===== src/rtl/imem_loader_ram_if.sv =====
// Bus bundle for imem_loader_ram: boot-load stream plus CPU byte-addressed port.
// The host/testbench takes the master modport; the memory takes the slave modport.
interface imem_loader_ram_if #(
  parameter int DEPTH  = 128,
  parameter int ADDR_W = 32
);
  localparam int CW = $clog2(DEPTH) + 1;

  logic              LD_START;
  logic              LD_VALID;
  logic [31:0]       LD_DATA;
  logic              LD_LAST;
  logic              LD_READY;
  logic              LD_DONE;
  logic [CW-1:0]     LD_COUNT;
  logic              BUSY;
  logic [ADDR_W-1:0] ADDR;
  logic              WE;
  logic [1:0]        SIZE;
  logic [31:0]       W_DATA;
  logic [31:0]       R_DATA;
  logic              MISALIGN;

  modport master (
    output LD_START, LD_VALID, LD_DATA, LD_LAST, ADDR, WE, SIZE, W_DATA,
    input  LD_READY, LD_DONE, LD_COUNT, BUSY, R_DATA, MISALIGN
  );

  modport slave (
    input  LD_START, LD_VALID, LD_DATA, LD_LAST, ADDR, WE, SIZE, W_DATA,
    output LD_READY, LD_DONE, LD_COUNT, BUSY, R_DATA, MISALIGN
  );
endinterface


===== src/rtl/imem_loader_ram.sv =====
// Word-organised MIPS program/data memory with a streaming boot loader and
// byte/halfword/word CPU writes guarded by alignment and range checks.
module imem_loader_ram #(
  parameter int DEPTH  = 128,
  parameter int ADDR_W = 32
) (
  input logic              CLK,
  input logic              RST,
  imem_loader_ram_if.slave bus
);
  localparam int IW = $clog2(DEPTH);
  localparam int CW = IW + 1;

  typedef enum logic [1:0] {IDLE = 2'd0, LOAD = 2'd1, DONE = 2'd2} state_t;

  state_t        state, state_next;
  logic [CW-1:0] ptr, count;
  logic [31:0]   mem [DEPTH];
  logic          accept, busy, in_range, misalign, cpu_we;
  logic [IW-1:0] idx;
  logic [3:0]    lane_en;
  logic [31:0]   lane_data;

  always_ff @(posedge CLK or posedge RST) begin
    if (RST) state <= IDLE;
    else     state <= state_next;
  end

  always_comb begin
    state_next   = state;
    bus.LD_READY = 1'b0;
    bus.LD_DONE  = 1'b0;
    busy         = 1'b0;
    case (state)
      IDLE: if (bus.LD_START) state_next = LOAD;
      LOAD: begin
        bus.LD_READY = 1'b1;
        busy         = 1'b1;
        if (accept && (bus.LD_LAST || ptr == CW'(DEPTH - 1))) state_next = DONE;
      end
      DONE: begin
        bus.LD_DONE = 1'b1;
        busy        = 1'b1;
        state_next  = IDLE;
      end
      default: state_next = IDLE;
    endcase
  end

  assign accept       = bus.LD_VALID && (state == LOAD);
  assign bus.BUSY     = busy;
  assign bus.LD_COUNT = count;

  always_ff @(posedge CLK or posedge RST) begin
    if (RST) begin
      ptr   <= '0;
      count <= '0;
    end else if (state == IDLE && bus.LD_START) begin
      ptr   <= '0;
      count <= '0;
    end else if (accept) begin
      ptr   <= ptr + 1'b1;
      count <= ptr + 1'b1;
    end
  end

  // Any address bit above the word index makes the access out of range.
  assign in_range = (bus.ADDR >> (IW + 2)) == '0;
  assign idx      = bus.ADDR[IW+1:2];

  always_comb begin
    misalign = 1'b0;
    case (bus.SIZE)
      2'b01:   misalign = bus.ADDR[0];
      2'b10:   misalign = (bus.ADDR[1:0] != 2'b00);
      default: misalign = 1'b0;
    endcase
  end
  assign bus.MISALIGN = misalign;

  always_comb begin
    lane_en   = '0;
    lane_data = '0;
    case (bus.SIZE)
      2'b00: begin
        lane_en   = 4'b0001 << bus.ADDR[1:0];
        lane_data = {4{bus.W_DATA[7:0]}};
      end
      2'b01: begin
        lane_en   = bus.ADDR[1] ? 4'b1100 : 4'b0011;
        lane_data = {2{bus.W_DATA[15:0]}};
      end
      2'b10: begin
        lane_en   = 4'b1111;
        lane_data = bus.W_DATA;
      end
      default: begin
        lane_en   = '0;
        lane_data = '0;
      end
    endcase
  end

  assign cpu_we = bus.WE && !busy && !RST && !misalign && (bus.SIZE != 2'b11) && in_range;

  // Array is deliberately not reset so a loaded image survives RST.
  always_ff @(posedge CLK) begin
    if (accept) begin
      mem[ptr[IW-1:0]] <= bus.LD_DATA;
    end else if (cpu_we) begin
      for (int unsigned b = 0; b < 4; b++) begin
        if (lane_en[b]) mem[idx][8*b +: 8] <= lane_data[8*b +: 8];
      end
    end
  end

  assign bus.R_DATA = (RST || busy || !in_range) ? '0 : mem[idx];
endmodule


===== src/flat_wrapper.sv =====
// flat-port wrapper written by rule: the top's interface ports become plain ports
module imem_loader_ram_flat 
#(
  parameter int DEPTH  = 128,
  parameter int ADDR_W = 32
)
  (CLK, RST, bus_LD_START, bus_LD_VALID, bus_LD_DATA, bus_LD_LAST, bus_ADDR, bus_WE, bus_SIZE, bus_W_DATA, bus_LD_READY, bus_LD_DONE, bus_LD_COUNT, bus_BUSY, bus_R_DATA, bus_MISALIGN);
  imem_loader_ram_if #(.DEPTH(DEPTH), .ADDR_W(ADDR_W)) bus_i ();
  input logic CLK;
  input logic RST;
  input wire logic [$bits(bus_i.LD_START)-1:0] bus_LD_START;
  input wire logic [$bits(bus_i.LD_VALID)-1:0] bus_LD_VALID;
  input wire logic [$bits(bus_i.LD_DATA)-1:0] bus_LD_DATA;
  input wire logic [$bits(bus_i.LD_LAST)-1:0] bus_LD_LAST;
  input wire logic [$bits(bus_i.ADDR)-1:0] bus_ADDR;
  input wire logic [$bits(bus_i.WE)-1:0] bus_WE;
  input wire logic [$bits(bus_i.SIZE)-1:0] bus_SIZE;
  input wire logic [$bits(bus_i.W_DATA)-1:0] bus_W_DATA;
  output wire logic [$bits(bus_i.LD_READY)-1:0] bus_LD_READY;
  output wire logic [$bits(bus_i.LD_DONE)-1:0] bus_LD_DONE;
  output wire logic [$bits(bus_i.LD_COUNT)-1:0] bus_LD_COUNT;
  output wire logic [$bits(bus_i.BUSY)-1:0] bus_BUSY;
  output wire logic [$bits(bus_i.R_DATA)-1:0] bus_R_DATA;
  output wire logic [$bits(bus_i.MISALIGN)-1:0] bus_MISALIGN;
  assign bus_i.LD_START = bus_LD_START;
  assign bus_i.LD_VALID = bus_LD_VALID;
  assign bus_i.LD_DATA = bus_LD_DATA;
  assign bus_i.LD_LAST = bus_LD_LAST;
  assign bus_i.ADDR = bus_ADDR;
  assign bus_i.WE = bus_WE;
  assign bus_i.SIZE = bus_SIZE;
  assign bus_i.W_DATA = bus_W_DATA;
  assign bus_LD_READY = bus_i.LD_READY;
  assign bus_LD_DONE = bus_i.LD_DONE;
  assign bus_LD_COUNT = bus_i.LD_COUNT;
  assign bus_BUSY = bus_i.BUSY;
  assign bus_R_DATA = bus_i.R_DATA;
  assign bus_MISALIGN = bus_i.MISALIGN;
  imem_loader_ram #(.DEPTH(DEPTH), .ADDR_W(ADDR_W)) u_core (.CLK(CLK), .RST(RST), .bus(bus_i));
endmodule

===== config.mk =====
export PLATFORM = sky130hd
export DESIGN_NAME = imem_loader_ram_flat
export DESIGN_NICKNAME = d
export VERILOG_FILES = /design/src/rtl/imem_loader_ram_if.sv /design/src/rtl/imem_loader_ram.sv /design/src/flat_wrapper.sv
export SDC_FILE = /design/constraint.sdc
export NUM_CORES = 2
export LEC_CHECK = 0
export CORE_MARGIN = 1.5
export CORE_UTILIZATION = 67
export DETAILED_ROUTE_END_ITERATION = 10
export HOLD_SLACK_MARGIN = 0.1
export PLACE_DENSITY = 0.84
export SETUP_SLACK_MARGIN = 0.3
export SYNTH_ARGS = -nofsm -noshare
export SYNTH_HDL_FRONTEND = slang
export SYNTH_SLANG_ARGS = --single-unit
export TNS_END_PERCENT = 20

===== constraint.sdc =====
create_clock -name CLK -period 23.1 [get_ports CLK]
set_clock_uncertainty 0.2 [all_clocks]
set_input_delay 4.62 -clock CLK [delete_from_list [all_inputs] [get_ports CLK]]
set_output_delay 4.62 -clock CLK [all_outputs]
set_load 0.05 [all_outputs]

== Word-level counts from Yosys, hierarchy flattened ==
Memories as Yosys holds them, arrays and structs flattened.
Index checks and enable logic that the tools add are counted.
Word-level totals
  flip-flop bits (word level): 10
  logic and storage cells: 70
  bits in read-only memories: 0
  bits in writable memories: 4096
  memories: 1
  bits in latches: 0
  input port bits: 104
Memory list
  u_core.mem: words 128, bits a word 32, rd ports 1, clocked after memory_dff 0, wr ports 1, line imem_loader_ram.sv:18  | logic [31:0] mem [DEPTH];
Cells by class
  divide/modulo/power cells: 0
  multiplexer cells: 34
  multipliers: 0
  bitwise operators: 0
  add/sub/neg operators: 1
  order comparisons: 0
  reductions and logical operators: 23
  shift operators: 1
  equal/unequal tests: 8
Operators by type and width (count)
  case mux 32 bit (3 select lines): 1
  2-to-1 mux 32 bit: 2
  logical NOT 32 bit: 1
  OR reduction 32 bit: 1
  2-to-1 mux 1 bit: 21
  2-to-1 mux 8 bit: 2
  case mux 4 bit (3 select lines): 1
  adder 8 x 1 -> 8 bit, second input constant: 1
  equality test 8 x 7 -> 1 bit, second input constant: 1
  logical AND 1 bit: 8
  2-to-1 mux 4 bit: 2
  2-to-1 mux 7 bit: 1
  equality test 2 x 1 -> 1 bit, second input constant: 2
  equality test 2 bit, second input constant: 2
  logical NOT 1 bit: 4
  logical NOT 2 bit: 2
  2-to-1 mux 2 bit: 2
  != test 2 bit, second input constant: 2
  case mux 2 bit (2 select lines): 1
  nonzero test 2 bit: 2
  left shift 1 x 2 -> 4 bit, first input constant: 1
  logical OR 1 bit: 3
  != test 2 x 1 -> 1 bit, second input constant: 1
  case mux 1 bit (2 select lines): 1
  2 further kinds: 2

== Longest topological paths before layout ==
  word-level depth: 14
  depth in mapped cells: 13

== Worst setup path after synthesis ==
Ideal clock, no wire load.
  kind: input-to-reg
  start point: input bus_SIZE[0]
  end point: memory u_core.mem[0][31], data pin
  arrival: 11293 ps
  path slack: 10380 ps
  buffers on the path: 3
  cell stages on the path: 10
  data required time: 21673 ps
  path through: inv_1 -> ha_1 -> o21a_1 -> o21ai_2 -> and4_1 -> buf_4 -> buf_4 -> nand2_1 -> clkbuf_1 -> o31ai_1
On the way
  cells in the longest elaborated chain, start to end: 11
RTL lines
  start: declaration: line flat_wrapper.sv:17  | input wire logic [$bits(bus_i.SIZE)-1:0] bus_SIZE;
  equality test 2 bit / equality test 2 x 1 -> 1 bit (equally long branches): line imem_loader_ram.sv:73, imem_loader_ram.sv:84
  case mux 1 bit (2 select lines): line imem_loader_ram.sv:73  | case (bus.SIZE)
  logical NOT 1 bit: line imem_loader_ram.sv:104  | assign cpu_we = bus.WE && !busy && !RST && !misalign && (bus.SIZE != 2'b11) && in_range;
  logical AND 1 bit (3 in series): line imem_loader_ram.sv:104
  2-to-1 mux 1 bit: line imem_loader_ram.sv:110  | end else if (cpu_we) begin
  2-to-1 mux 1 bit: line imem_loader_ram.sv:108  | if (accept) begin
  2-to-1 mux 1 bit (not written as such): line imem_loader_ram.sv:112  | if (lane_en[b]) mem[idx][8*b +: 8] <= lane_data[8*b +: 8];
  OR reduction 32 bit (no source line)
  2-to-1 mux 32 bit (no source line) *
  end: declaration: line imem_loader_ram.sv:18
Every way passes the cells marked *; elsewhere a longest branch is shown, timed or not.

== Worst setup path after layout ==
  start point: input bus_ADDR[4]
  end point: output bus_R_DATA[16]
On the way
  cells in the longest elaborated chain, start to end: 2
RTL lines
  start: declaration: line flat_wrapper.sv:15  | input wire logic [$bits(bus_i.ADDR)-1:0] bus_ADDR;
  memory read (128 x 32 bit)
  2-to-1 mux 32 bit: line imem_loader_ram.sv:117  | assign bus.R_DATA = (RST || busy || !in_range) ? '0 : mem[idx];
  end: declaration: line flat_wrapper.sv:23  | output wire logic [$bits(bus_i.R_DATA)-1:0] bus_R_DATA;
No other way between the ends.

==> metrics <==
outcome=finished, violations left; failing checks=design-rule violations, max-capacitance violations; worst-path maximum fanout=84; Synth warnings=0; crit path cell chain=clkbuf_8 > inv_8 > buf_4 > buf_4 > and2_2 > a22o_1 > a21oi_1 > nand4b_1 > o21a_1 > clkdlybuf4s50_1; TritonRoute pass-1 iters=11; Port Buffers=147; share of cells above drive strength 1=0.251; cell taking the most area after synthesis=edfxtp_1; WS Path Type=in -> out; slowest cell delay on critical path=1.09 ns; CTS max path bufs=4; Nets=8561; asr flop ratio synth=0.00244; vias per inst=7.91; Post-synth EDFFs=4096; FP Rows=180; Synth Register Bits=4106; setup violators final=0; register area share after synthesis=0.763; largest net degree at the start of global routing=147; post-synthesis cell area=0.162 sq mm; TNS Setup=0 ns; first-pass GRT wire length=684000 um; Worst-Skew Late Latency=0.97 ns; TritonCTS buffer count=390; FF-to-FF setup slack=16.35 ns; Placeable Area=0.240 sq mm; area of the die=0.244 sq mm; Mean Syn Cell Area=20.2 sq um; Overall Power=15.8 mW; Total Routing Usage GR=0.400; post-synth top area share=0.762; TritonCTS Sinks=4106; RSZ-0062 raised after global routing=no; Hold WS=0.345 ns; routed wl met3=74500 um; die height=494 um; # resized after CTS=0; max_cap viols=1; Synth-to-Final Area Change=12.8%; Finished Cell Area=0.182 sq mm; final period utilization=0.676; Met2 Wirelength=222000 um; Buffers & Inverters on Critical Path=5; initial antenna violation count=25; drt drc=5; CTS tree=yes; fmax=0.0641 GHz; Worst-Margin Slew=1.48 ns; DR top layer=met5; CP delay by family, top=buffers and inverters; leading cell types in the layout, fill and taps excluded=4096 x edfxtp_1, 860 x mux4_2, 511 x buf_4, 397 x clkbuf_16, 320 x mux2i_1; Pwr Density=86.7 mW/mm^2; Cell Area, Placed=0.169 sq mm; class of the worst hold path=reg -> reg; crit path time final=15.61 ns; Die Wd=494 um; WP data arrival=10.79 ns; CP max stage cell=and2_2; Root Buffer=clkbuf_16; Final Worst Setup Slack=7.49 ns; max-slew violations=0; I/O Pins=148; met1 wire length=146000 um; leading post-synthesis cells by cell area=edfxtp_1 76%, mux4_2 12%, mux2i_1 2.0%, a22oi_1 1.3%, nor4_1 1.3%; leakage=57.3 nW; via count=94600; clock-pin slew on the worst setup and hold paths=0.06 ns; CP Capture Type=output pin; CP Launch Type=primary input; Initial Util=0.673; Syn Inst Count=7999; Slew HR=0.00469; commonest non-fill, non-tap cell in the layout=edfxtp_1; Fillers=11500; Synth Flop Type=edfxtp_1; Congestion Overflow GR=0; Post-CTS Setup Inserts=0; Post-Route WL=485000 um; CTS H-tree depth=5; most used cell, CP=buf_4; VDD IR-drop max=0.0000954 V; count of cell types in the netlist=68; Final Wtd Congestion=0.946; routed length per placed instance=40.6 um; vias in the first global route=94200; CP required=18.28 ns; endpoints failing hold=0; hold_buf cts=0; syn nets=8112; drt first-iter violations=17500; Post-DP HPWL=260000 um; post-detailed-route count of antenna-violating nets=0; Setup WS pre-CTS=7.95 ns
-- cells in the mapped netlist, types with 11 or more instances --
master / number
edfxtp_1: 4096
mux4_2: 860
clkbuf_1: 354
nor4_1: 326
mux2i_1: 321
a22oi_1: 278
nand2_1: 253
nor3_1: 248
a21oi_1: 168
buf_2: 150
nor2_1: 117
mux2_2: 106
buf_1: 96
o21ai_0: 64
a211oi_1: 63
o22ai_1: 56
a221oi_1: 41
nand4_1: 35
a22o_1: 31
and3_1: 31
nand3_1: 28
o21a_1: 27
nand4b_1: 26
o2111ai_1: 26
buf_4: 17
nor2b_1: 16
o31ai_1: 16
and2_1: 15
a21o_1: 11
-- cells by family (layout without fill, tap and decap cells) --
group                    count (synthesis)  after routing  share of synthesized area
AO/OA/AOI/OAI                          835            835                     0.0361
XOR/XNOR                                 5              5                   0.000271
adder cells (fa/ha/maj)                  9              9                   0.000697
buffers and inverters                  631           1377                     0.0163
flip-flops                            4106           4106                      0.763
multiplexers                          1287           1287                      0.147
other                                    0             36                          0
AND/OR/NAND/NOR                       1126           1126                     0.0364
-- state kept, by name, indices dropped and copies added, names as in the netlist --
signal / flops
u_core.mem: 4096
u_core.bus.LD_COUNT: 8
u_core.state: 2
-- cell type report --
cell class / count / area (sq um) / area share
flip-flops and latches: 4106 / 123000 / 0.677
diodes: 36 / 90.1 / 0.000495
clock inverters: 241 / 2530 / 0.0139
inverters: 11 / 48.8 / 0.000268
multi-input cells: 3262 / 36500 / 0.201
repair buffers: 677 / 5570 / 0.0306
well taps: 3185 / 3990 / 0.0219
clock buffers: 448 / 10100 / 0.0556
-- per-stage QoR --
| stage | utilization | instances |
|---|---|---|
| 2_1_floorplan | - | 7999 |
| 3_3_place_gp | 0.705 | 11200 |
| 3_5_place_dp | 0.705 | 11200 |
| 4_1_cts | 0.758 | 11900 |
| 5_1_grt | 0.758 | 11900 |
| 6_report | 0.759 | 12000 |
-- final timing paths --
check                                 from                      to  cells past startpoint
min reg2reg                u_core.state[1]         u_core.state[1]                      1
max reg2reg                u_core.state[1]      u_core.mem[49][30]                     12
max in group asynchronous              RST         u_core.state[1]                      2
max                            bus_ADDR[4]          bus_R_DATA[16]                     10
min                        u_core.state[1]         u_core.state[1]                      1
min in group asynchronous              RST  u_core.bus.LD_COUNT[1]                      2
-- power breakdown --
group | internal, mW | switching (mW)
clock network | 3.71 | 2.78
registers | 8.21 | 0.0134
logic | 0.282 | 0.791
total | 12.2 | 3.58
-- per-layer routing --
metal / vias to the layer above / track usage
met1: 47100 / 0.496
met4: 16 / 0.283
met5: - / 0.00117
li1: 34600 / -
met3: 2440 / 0.135
met2: 10500 / 0.598
Power figures use the tool's default switching activity.
